**src/rtl/dbg_access_port_if.sv**
```systemverilog
// Command/response handshake bundle for dbg_access_port.
// The host drives the master side; the access port implements the slave side.
interface dbg_access_port_if;
  logic        cmd_valid;
  logic        cmd_ready;
  logic [31:0] cmd_opcode;
  logic [31:0] cmd_id;
  logic [31:0] cmd_lane;
  logic [31:0] cmd_addr;
  logic [31:0] cmd_wdata;
  logic        rsp_valid;
  logic        rsp_ready;
  logic [31:0] rsp_data;
  logic        rsp_err;

  modport master (
    output cmd_valid, cmd_opcode, cmd_id, cmd_lane, cmd_addr, cmd_wdata, rsp_ready,
    input  cmd_ready, rsp_valid, rsp_data, rsp_err
  );

  modport slave (
    input  cmd_valid, cmd_opcode, cmd_id, cmd_lane, cmd_addr, cmd_wdata, rsp_ready,
    output cmd_ready, rsp_valid, rsp_data, rsp_err
  );
endinterface

```
**src/rtl/dbg_access_port.sv**
```systemverilog
// Debug access port: 32-bit commands against internal registers and external sync-read memories.
// Optional command/error counters (opcode 5) enabled by defining DBG_ACCESS_PORT_CMD_CNT_EN.
module dbg_access_port #(
  parameter int unsigned NUM_REG   = 1,
  parameter int unsigned REG_W     = 64,
  parameter int unsigned NUM_MEM   = 4,
  parameter int unsigned MEM_W     = 64,
  parameter int unsigned MEM_AW    = 8,
  parameter int unsigned MEM_DEPTH = 256
) (
  input  logic                       clock,
  input  logic                       reset,
  dbg_access_port_if.slave           bus,
  output logic [NUM_REG*REG_W-1:0]   reg_q,
  output logic [NUM_MEM-1:0]         mem_en,
  output logic [NUM_MEM-1:0]         mem_we,
  output logic [MEM_AW-1:0]          mem_addr,
  output logic [MEM_W-1:0]           mem_wdata,
  input  logic [NUM_MEM*MEM_W-1:0]   mem_rdata
);

  localparam int unsigned REG_LANES = REG_W / 32;
  localparam int unsigned MEM_LANES = MEM_W / 32;

  typedef enum logic [2:0] {IDLE, MRD, MWAIT, MWR, RESP} state_t;

  state_t                     state_q, state_d;
  logic [NUM_REG*REG_W-1:0]   regs_q;
  logic [31:0]                id_q, lane_q, wdata_q;
  logic [MEM_AW-1:0]          addr_q;
  logic                       is_wr_q;
  logic [MEM_W-1:0]           mwdata_q;
  logic [31:0]                rsp_data_q;
  logic                       rsp_err_q;

  logic [31:0]                op;
  logic                       is_reg, is_mem, reg_ok, mem_ok, cmd_err;
  logic [31:0]                reg_rd, acc_data;
  logic [NUM_MEM-1:0]         chan_sel;
  logic [MEM_W-1:0]           cap_word, merged;
  logic [31:0]                cap_lane;
`ifdef DBG_ACCESS_PORT_CMD_CNT_EN
  logic                       is_cnt;
  logic [31:0]                cnt_ok_q, cnt_err_q;
`endif

  always_comb begin
    op      = bus.cmd_opcode;
    is_reg  = (op == 32'd1) || (op == 32'd2);
    is_mem  = (op == 32'd3) || (op == 32'd4);
    reg_ok  = (bus.cmd_id < NUM_REG) && (bus.cmd_lane < REG_LANES);
    mem_ok  = (bus.cmd_id < NUM_MEM) && (bus.cmd_lane < MEM_LANES) && (bus.cmd_addr < MEM_DEPTH);
`ifdef DBG_ACCESS_PORT_CMD_CNT_EN
    is_cnt  = (op == 32'd5);
    cmd_err = (op > 32'd5) || (is_reg && !reg_ok) || (is_mem && !mem_ok) ||
              (is_cnt && (bus.cmd_lane > 32'd1));
`else
    cmd_err = (op > 32'd4) || (is_reg && !reg_ok) || (is_mem && !mem_ok);
`endif
    reg_rd = '0;
    for (int unsigned i = 0; i < NUM_REG; i++)
      for (int unsigned l = 0; l < REG_LANES; l++)
        if (bus.cmd_id == i && bus.cmd_lane == l)
          reg_rd = regs_q[i*REG_W + l*32 +: 32];
    acc_data = '0;
    if (!cmd_err) begin
      if (op == 32'd0)
        acc_data = 32'hdeadbeef;
      else if (op == 32'd2)
        acc_data = reg_rd;
`ifdef DBG_ACCESS_PORT_CMD_CNT_EN
      else if (is_cnt)
        acc_data = (bus.cmd_lane == 32'd0) ? cnt_ok_q : cnt_err_q;
`endif
    end
  end

  always_comb begin
    chan_sel = '0;
    cap_word = '0;
    for (int unsigned c = 0; c < NUM_MEM; c++)
      if (id_q == c) begin
        chan_sel[c] = 1'b1;
        cap_word    = mem_rdata[c*MEM_W +: MEM_W];
      end
    merged   = cap_word;
    cap_lane = '0;
    for (int unsigned l = 0; l < MEM_LANES; l++)
      if (lane_q == l) begin
        cap_lane         = cap_word[l*32 +: 32];
        merged[l*32 +: 32] = wdata_q;
      end
  end

  always_ff @(posedge clock) begin
    if (reset) state_q <= IDLE;
    else       state_q <= state_d;
  end

  // Strobes are masked by reset so a reset landing in MWR never commits the write.
  always_comb begin
    state_d       = state_q;
    mem_en        = '0;
    mem_we        = '0;
    bus.cmd_ready = 1'b0;
    bus.rsp_valid = 1'b0;
    case (state_q)
      IDLE: begin
        bus.cmd_ready = 1'b1;
        if (bus.cmd_valid) state_d = (!cmd_err && is_mem) ? MRD : RESP;
      end
      MRD: begin
        mem_en  = chan_sel;
        state_d = MWAIT;
      end
      MWAIT: state_d = is_wr_q ? MWR : RESP;
      MWR: begin
        mem_en  = chan_sel;
        mem_we  = chan_sel;
        state_d = RESP;
      end
      RESP: begin
        bus.rsp_valid = 1'b1;
        if (bus.rsp_ready) state_d = IDLE;
      end
      default: state_d = IDLE;
    endcase
    if (reset) begin
      mem_en        = '0;
      mem_we        = '0;
      bus.cmd_ready = 1'b0;
      bus.rsp_valid = 1'b0;
    end
  end

  always_ff @(posedge clock) begin
    if (reset) begin
      regs_q     <= '0;
      id_q       <= '0;
      lane_q     <= '0;
      wdata_q    <= '0;
      addr_q     <= '0;
      is_wr_q    <= 1'b0;
      mwdata_q   <= '0;
      rsp_data_q <= '0;
      rsp_err_q  <= 1'b0;
    end else begin
      if (state_q == IDLE && bus.cmd_valid) begin
        rsp_err_q  <= cmd_err;
        rsp_data_q <= acc_data;
        if (!cmd_err && op == 32'd1)
          for (int unsigned i = 0; i < NUM_REG; i++)
            for (int unsigned l = 0; l < REG_LANES; l++)
              if (bus.cmd_id == i && bus.cmd_lane == l)
                regs_q[i*REG_W + l*32 +: 32] <= bus.cmd_wdata;
        if (!cmd_err && is_mem) begin
          id_q    <= bus.cmd_id;
          lane_q  <= bus.cmd_lane;
          wdata_q <= bus.cmd_wdata;
          addr_q  <= bus.cmd_addr[MEM_AW-1:0];
          is_wr_q <= (op == 32'd3);
        end
      end
      if (state_q == MWAIT) begin
        if (is_wr_q) mwdata_q   <= merged;
        else         rsp_data_q <= cap_lane;
      end
    end
  end

`ifdef DBG_ACCESS_PORT_CMD_CNT_EN
  always_ff @(posedge clock) begin
    if (reset) begin
      cnt_ok_q  <= '0;
      cnt_err_q <= '0;
    end else if (state_q == RESP && bus.rsp_ready) begin
      if (rsp_err_q) begin
        if (cnt_err_q != '1) cnt_err_q <= cnt_err_q + 32'd1;
      end else begin
        if (cnt_ok_q != '1) cnt_ok_q <= cnt_ok_q + 32'd1;
      end
    end
  end
`endif

  assign reg_q        = regs_q;
  assign mem_addr     = addr_q;
  assign mem_wdata    = mwdata_q;
  assign bus.rsp_data = rsp_data_q;
  assign bus.rsp_err  = rsp_err_q;

endmodule

```
**src/flat_wrapper.sv**
```systemverilog
// flat-port wrapper written by rule: the top's interface ports become plain ports
module dbg_access_port_flat 
#(
  parameter int unsigned NUM_REG   = 1,
  parameter int unsigned REG_W     = 64,
  parameter int unsigned NUM_MEM   = 4,
  parameter int unsigned MEM_W     = 64,
  parameter int unsigned MEM_AW    = 8,
  parameter int unsigned MEM_DEPTH = 256
)
  (clock, reset, reg_q, mem_en, mem_we, mem_addr, mem_wdata, mem_rdata, bus_cmd_valid, bus_cmd_opcode, bus_cmd_id, bus_cmd_lane, bus_cmd_addr, bus_cmd_wdata, bus_rsp_ready, bus_cmd_ready, bus_rsp_valid, bus_rsp_data, bus_rsp_err);
  dbg_access_port_if bus_i ();
  input  logic clock;
  input  logic reset;
  output logic [NUM_REG*REG_W-1:0] reg_q;
  output logic [NUM_MEM-1:0] mem_en;
  output logic [NUM_MEM-1:0] mem_we;
  output logic [MEM_AW-1:0] mem_addr;
  output logic [MEM_W-1:0] mem_wdata;
  input  logic [NUM_MEM*MEM_W-1:0] mem_rdata;
  input wire logic [$bits(bus_i.cmd_valid)-1:0] bus_cmd_valid;
  input wire logic [$bits(bus_i.cmd_opcode)-1:0] bus_cmd_opcode;
  input wire logic [$bits(bus_i.cmd_id)-1:0] bus_cmd_id;
  input wire logic [$bits(bus_i.cmd_lane)-1:0] bus_cmd_lane;
  input wire logic [$bits(bus_i.cmd_addr)-1:0] bus_cmd_addr;
  input wire logic [$bits(bus_i.cmd_wdata)-1:0] bus_cmd_wdata;
  input wire logic [$bits(bus_i.rsp_ready)-1:0] bus_rsp_ready;
  output wire logic [$bits(bus_i.cmd_ready)-1:0] bus_cmd_ready;
  output wire logic [$bits(bus_i.rsp_valid)-1:0] bus_rsp_valid;
  output wire logic [$bits(bus_i.rsp_data)-1:0] bus_rsp_data;
  output wire logic [$bits(bus_i.rsp_err)-1:0] bus_rsp_err;
  assign bus_i.cmd_valid = bus_cmd_valid;
  assign bus_i.cmd_opcode = bus_cmd_opcode;
  assign bus_i.cmd_id = bus_cmd_id;
  assign bus_i.cmd_lane = bus_cmd_lane;
  assign bus_i.cmd_addr = bus_cmd_addr;
  assign bus_i.cmd_wdata = bus_cmd_wdata;
  assign bus_i.rsp_ready = bus_rsp_ready;
  assign bus_cmd_ready = bus_i.cmd_ready;
  assign bus_rsp_valid = bus_i.rsp_valid;
  assign bus_rsp_data = bus_i.rsp_data;
  assign bus_rsp_err = bus_i.rsp_err;
  dbg_access_port #(.NUM_REG(NUM_REG), .REG_W(REG_W), .NUM_MEM(NUM_MEM), .MEM_W(MEM_W), .MEM_AW(MEM_AW), .MEM_DEPTH(MEM_DEPTH)) u_core (.clock(clock), .reset(reset), .bus(bus_i), .reg_q(reg_q), .mem_en(mem_en), .mem_we(mem_we), .mem_addr(mem_addr), .mem_wdata(mem_wdata), .mem_rdata(mem_rdata));
endmodule
```
**config.mk**
```make
export PLATFORM = sky130hd
export DESIGN_NAME = dbg_access_port_flat
export DESIGN_NICKNAME = d
export VERILOG_FILES = /design/src/rtl/dbg_access_port_if.sv /design/src/rtl/dbg_access_port.sv /design/src/flat_wrapper.sv
export SDC_FILE = /design/constraint.sdc
export NUM_CORES = 1
export LEC_CHECK = 0
export CELL_PAD_IN_SITES_DETAIL_PLACEMENT = 0
export CELL_PAD_IN_SITES_GLOBAL_PLACEMENT = 1
export CORE_AREA = 8 8 229 231
export DETAILED_ROUTE_END_ITERATION = 10
export DIE_AREA = 0 0 237 239
export GPL_ROUTABILITY_DRIVEN = 1
export HOLD_SLACK_MARGIN = 0.1
export PLACE_DENSITY_LB_ADDON = 0.1
export SLEW_MARGIN = 15
export SYNTH_ARGS = -nofsm -noshare
export SYNTH_HDL_FRONTEND = slang
export SYNTH_SLANG_ARGS = --single-unit
export TNS_END_PERCENT = 50
```
**constraint.sdc**
```tcl
create_clock -name clock -period 2.8 [get_ports clock]
set_clock_uncertainty 0.2 [all_clocks]
set_input_delay 0.28 -clock clock [delete_from_list [all_inputs] [get_ports clock]]
set_output_delay 0.28 -clock clock [all_outputs]
set_load 0.02 [all_outputs]
```
==> impl_metrics.toml, run 1 <==
[power_and_ir_drop]
comb_power_share = 0.106
ir_worst_vdd_v = 0.000435
p_switching_uw = 2060
seq_power_share = 0.403
p_clk_frac = 0.491
swShare = 0.217
internal-power_uw = 7450
total_leakage_power_uw = 0.00818
power.density_mw_per_mm2 = 438

[yosys]
synth_xor_xnor_area_share = 0
syn-cell-area_sq_mm = 0.0133
yosysSeqAreaShare = 0.405
yosysWarnings = 0
yosysTopAreaCell = "dfxtp_1"
syn_inst = 1323
synth.top_cell.area_share = 0.405
synthArstFlopShare = 0
synthTopCellsByArea = "dfxtp_1, mux2i_1, mux4_2, nand2_1, a211oi_1"
synth_compound_area_frac = 0.0870
ys_ff_latch = 269
synth_fa_ha_area_frac = 0
synth_mux_area_frac = 0.264
yosysUniqueCellTypes = 46
synthFlopType = "dfxtp_1"
syn_nets = 1743
synthSimpleGateAreaFrac = 0.200
synth_top_family_by_area = "multiplexers"
synth_edf_count = 0
post_synth.cell_area_avg_sq_um = 10.1

[clock_tree]
clockRootBuffer = "clkbuf_16"
cts_buffer_depth = 3
cts_buffers = 30
cts_sinks = 269
clk_pin_slew_ps = 60
htree_levels = 1
cts_tree = "yes"
clock_latency_ps = 560

[drt]
routed_wl_mm = 64.2
drt_iter0_drc = 696
viasPerCell = 4.93
drc = 0
vias = 12700
wl_per_cell_um = 24.9
ant_nets = 0
first_pass_iters = 5

[sta]
drv_slew = 0
worst_slew_pin_slew_ps = 867
rsz0062_at_grt = "true"
period_needed_ps = 2710
finalCritPeriodShare = 0.969
finalSetupViolCount = 0
max_slew_margin = 0.422
max_freq_ghz = 0.369
hold_violations = 0

[global_routing]
antenna_found_initial = 1
grt.overflow.total = 0
grt.total_usage = 0.214
first_global_vias = 13000
grt_max_degree = 152
grt_pass1_wl_mm = 91.6

[worst_setup_path]
path_max_fanout = 34
end_kind = "flop"
r2r_end = "u_core.mem_wdata[15]"
critPathArrivalTime_ps = 2990
critPathKind = "flop to flop"
r2r_cells = 8
r2r-start = "u_core.id_q[17]"
crit_path_start_kind = "flop"
timing.critical_path.from = "u_core.id_q[17]"
ff2ff_setup_slack_ps = 90
required_ps = 3070

[placed_design]
place_congestion = 0.871
hpwl_mm = 51.4
port_buffers = 598
placed_cells = 2504

[finish]
utilization = 0.447
layout-drive-gt1-share = 0.144
area_growth_pct = 63.2
final_cell_mix = "clkdlybuf4s50_1, dfxtp_1, nand2_1, mux2i_1, nor2_1"
fin_cells = 2573
layout_commonest_cell = "clkdlybuf4s50_1"
finalNetCount = 2347
num_antenna_cells = 0

[hold_path]
min-delay-start = "bus_cmd_wdata[26]"
hold_depth = 3
hp-class = "input port to flop"
holdPathEnd = "u_core.reg_q[26]"

[outcome]
status = "finished clean"

[floorplanning]
initial_utilization = 0.274
die_x_um = 237
die_h_um = 239
design.core.area_sq_mm = 0.0485
boundaryPins = 599
rows = 81
dieArea_sq_mm = 0.0566

[run]
timing.max_cap.violations = 0
power groups by stage:
| stage | sequential (uW) | combinational [uW] | clock, uW |
|---|---|---|---|
| 2_1_floorplan | 3920 | 270 | 0 |
| 3_3_place_gp | 3920 | 993 | 0 |
| 3_5_place_dp | 3920 | 997 | 0 |
| 4_1_cts | 3830 | 1010 | 4770 |
| 5_1_grt | 3830 | 1070 | 4940 |
| 6_report | 3830 | 1010 | 4670 |
how the worst max path moves through the flow:
stage | endpoint | slack [ps] | cells after the start
detailed placement | u_core.reg_q[56] | 3 | 8
finish | u_core.mem_wdata[15] | 90 | 8
floorplan | mem_en[0] | 180 | 6
global placement | u_core.reg_q[48] | 40 | 8
CTS | mem_en[3] | 2 | 7
global route | u_core.mem_wdata[15] | -40 | 8
cells by family after synthesis:
| logic type | Yosys count |
|---|---|
| buffers and inverters | 126 |
| muxes | 267 |
| AOI/OAI and AO/OA | 152 |
| DFF | 269 |
| and+or+nand+nor | 509 |
timing repair:
item / 4_1_cts / 5_1_grt
hold buffers: 8 / 0
gates resized for setup: 36 / 13
endpoints found under the setup margin: 8 / 13
setup buffers: 1 / 4
endpoints found under the hold margin: 27 / 0
pin swaps: 1 / 5
through the flow:
step / hold WS [ps] / power (uW) / area (sq um) / setup TNS, ps / setup slack, ps
floorplan: 222 / 4190 / 13300 / 0 / 183
global placement: 242 / 4910 / 20400 / 0 / 42.7
detailed placement: 244 / 4910 / 20400 / 0 / 3.26
CTS: 114 / 9610 / 21700 / 0 / 2.05
global route: 132 / 9830 / 21700 / -57.1 / -38.6
finish: 140 / 9500 / 21700 / 0 / 87.5
synthesized netlist by cell type, drive strengths merged, types with 32 or more instances:
cell / n
nor2: 79
mux2: 32
buf: 42
mux2i: 171
nor3b: 66
nor4: 47
and2: 61
a211oi: 71
mux4: 64
dfxtp: 269
a221oi: 32
nand2: 179
clkbuf: 79
state kept, by name (all words and copies together), names as in the netlist:
signal               count
u_core.bus.rsp_data     32
u_core.bus.rsp_err       1
u_core.id_q             32
u_core.is_wr_q           1
u_core.lane_q           32
u_core.mem_addr          8
u_core.mem_wdata        64
u_core.reg_q            64
u_core.state_q           3
u_core.wdata_q          32
worst max-delay path, cell delays in order (launching register included):
cell	delay, ps
dfxtp_1	320
nor4_2	280
nand4_1	240
buf_4	200
buf_4	120
buf_4	240
nor3b_1	570
mux2i_1	170
a211oi_1	240
per-layer routing:
metal / share of wire / vias to the layer above / global-route usage
li1: - / 6114 / -
met1: 0.48 / 6109 / 0.304
met2: 0.44 / 391 / 0.329
met3: 0.061 / 58 / 0.0512
met4: 0.018 / 2 / 0.0399
met5: 0.00020 / - / 0
area by class of cell:
| class | instances | area (sq um) |
|---|---|---|
| clock buffer | 42 | 928 |
| timing repair buffer | 693 | 6890 |
| fill | 4608 | 26800 |
| multi-input combinational | 928 | 7450 |
| tap | 622 | 778 |
| sequential | 269 | 5390 |
| inverter | 5 | 21.3 |
| clock inverter | 14 | 258 |
No activity file was read; power rests on OpenSTA's default activity.
==> run 2, diff against run 1 <==
--- a/config.mk
+++ b/config.mk
@@ -13,3 +13,3 @@
 export GPL_ROUTABILITY_DRIVEN = 1
-export HOLD_SLACK_MARGIN = 0.1
+export HOLD_SLACK_MARGIN = 0.15
 export PLACE_DENSITY_LB_ADDON = 0.1
--- a/constraint.sdc
+++ b/constraint.sdc
@@ -4,2 +4,2 @@
 set_output_delay 0.28 -clock clock [all_outputs]
-set_load 0.02 [all_outputs]
+set_load 0.005 [all_outputs]
==> run 2 against run 1 <==
Compared with the run above:
- critical path depth down 2
- global-route usage up 0.24 points
- power down 2.8%
- clock-buffer cell count up 2
- routed wire length up 1.3%
- cell area up 1.5%
- critical path type is now flop to output port
==> impl_metrics.toml, run 2 (synthesis gave the netlist of run 1 again) <==
[floorplanning]
rows = 81
die_x_um = 237
dieArea_sq_mm = 0.0566
die_h_um = 239
initial_utilization = 0.274
boundaryPins = 599
design.core.area_sq_mm = 0.0485

[power_and_ir_drop]
p_switching_uw = 2050
comb_power_share = 0.111
total_leakage_power_uw = 0.00831
ir_worst_vdd_v = 0.000421
swShare = 0.222
internal-power_uw = 7190
power.density_mw_per_mm2 = 419
seq_power_share = 0.415
p_clk_frac = 0.474

[global_routing]
antenna_found_initial = 1
grt_pass1_wl_mm = 92.6
grt_max_degree = 152
grt.overflow.total = 0
grt_util_met1 = 0.301
first_global_vias = 13300
met3_usage = 0.0622
grt.total_usage = 0.216
grt_util_met2 = 0.328
busiest_layer = "met2"

[clock_tree]
clock_latency_ps = 580
htree_levels = 1
cts_buffer_depth = 3
cts_buffers = 31
cts_sinks = 269
clk_pin_slew_ps = 60
cts_tree = "yes"
clockRootBuffer = "clkbuf_16"

[finish]
final_cell_mix = "clkdlybuf4s50_1, dfxtp_1, nand2_1, mux2i_1, nor2_1"
num_antenna_cells = 0
nFillCells = 4644
layout-drive-gt1-share = 0.145
fin_cells = 2601
register_area_sq_mm = 0.00540
area_growth_pct = 65.6
layout_commonest_cell = "clkdlybuf4s50_1"
multiInputGateArea_sq_mm = 0.00749
finalNetCount = 2375

[drt]
drt_iter0_drc = 872
viasPerCell = 4.93
drc = 0
wl_per_cell_um = 25.0
ant_nets = 0
routed_wl_mm = 65.0
vias = 12800
first_pass_iters = 5

[worst_setup_path]
path_max_fanout = 4
critPathKind = "flop to output port"
crit_path_start_kind = "flop"
crit_buf_inv = 2
r2r_cells = 6
r2r-start = "u_core.id_q[0]"
ff2ff_setup_slack_ps = 160
timing.critical_path.from = "u_core.id_q[17]"
end_kind = "output port"
critPathArrivalTime_ps = 2290
crit_path_cell_trace = "nor4_2 > nand4_1 > buf_6 > or2_4 > nor3_1 > dlygate4sd2_1"
crit_family = "simple AND/OR/NAND/NOR gates"
r2r_end = "u_core.bus.rsp_data[25]"
cp_slowest_cell = "dfxtp_1"
required_ps = 2320
cpPeakStageDelay_ps = 320

[placed_design]
pre_cts_ws_ps = -7.16
placed_cells = 2500
port_buffers = 598
hpwl_mm = 51.5
place_congestion = 0.862

[hold_path]
hp-class = "input port to flop"
min-delay-start = "bus_cmd_id[0]"
hold_depth = 3
holdPathEnd = "u_core.id_q[0]"

[sta]
worst_slew_pin_slew_ps = 758
period_needed_ps = 2770
finalWorstSetupSlack_ps = 29.4
finalSetupViolCount = 0
max_slew_margin = 0.495
rsz0062_at_grt = "true"
hold_violations = 0
max_freq_ghz = 0.361
finalCritPeriodShare = 0.989
drv_slew = 0

[outcome]
status = "finished clean"

[run]
timing.max_cap.violations = 0
run 2: cell count changes in the layout (fill, tap and decap cells not counted), sizes merged:
| cell | previous run | this run |
|---|---|---|
| clkdlybuf4s15 | 0 | 1 |
| dlygate4sd3 | 8 | 27 |
| dlygate4sd2 | 0 | 4 |
| bufinv | 7 | 5 |
| clkbuf | 43 | 45 |
| buf | 96 | 97 |
| inv | 5 | 7 |
| bufbuf | 0 | 2 |
| clkinvlp | 2 | 1 |
run 2: area by class of cell:
| type | instances | share of cell area |
|---|---|---|
| clock buffers | 44 | 0.0406 |
| multi-input cells | 928 | 0.340 |
| repair buffers | 720 | 0.329 |
| inverters | 5 | 0.000965 |
| well taps | 622 | 0.0353 |
| clock inverters | 13 | 0.00908 |
| flip-flops and latches | 269 | 0.245 |
run 2: power groups by stage:
| stage | clock, uW | sequential, uW | combinational (uW) |
|---|---|---|---|
| finish | 4380 | 3830 | 1030 |
| global route | 4650 | 3830 | 1090 |
| CTS | 4490 | 3830 | 1030 |
| detailed placement | 0 | 3920 | 994 |
| global placement | 0 | 3920 | 991 |
| floorplan | 0 | 3910 | 268 |
run 2: worst reg2reg max path, cell delays in order, from the launching register on:
cell      delay [ps]
dfxtp_4          620
buf_4            300
mux4_2           530
nor3b_1          170
a221oi_1         450
buf_4            220
a311oi_1          50
run 2: worst max-delay path by stage:
stage / endpoint / cells after the start
global route: mem_we[2] / 6
detailed placement: u_core.reg_q[46] / 8
finish: mem_we[2] / 6
CTS: mem_we[1] / 9
floorplan: mem_en[0] / 6
global placement: u_core.bus.rsp_data[9] / 8
run 2: routing by layer:
metal / wire length (um) / vias up
met5: 12 / -
met4: 1350 / 2
met3: 4620 / 62
met2: 28800 / 389
met1: 30200 / 6196
li1: - / 6179
run 2: timing repair:
action / in CTS / in global routing
pin swaps: 6 / 7
setup buffers: 9 / 5
endpoints found under the hold margin: 66 / 0
resized for setup: 29 / 18
endpoints found under the setup margin: 8 / 13
hold buffers: 27 / 0
cloned: 2 / 1
run 2: through the flow:
| stage | hold WS (ps) | total power [uW] | setup TNS (ps) | util | instance area (sq um) |
|---|---|---|---|---|---|
| 6_report | 175 | 9240 | 0 | 0.454 | 22000 |
| 5_1_grt | 169 | 9570 | -226 | 0.454 | 22000 |
| 4_1_cts | 152 | 9350 | -0.00910 | 0.451 | 21900 |
| 3_5_place_dp | 246 | 4910 | -14.4 | 0.420 | 20400 |
| 3_3_place_gp | 242 | 4910 | 0 | 0.420 | 20400 |
| 2_1_floorplan | 222 | 4180 | 0 | - | 13300 |
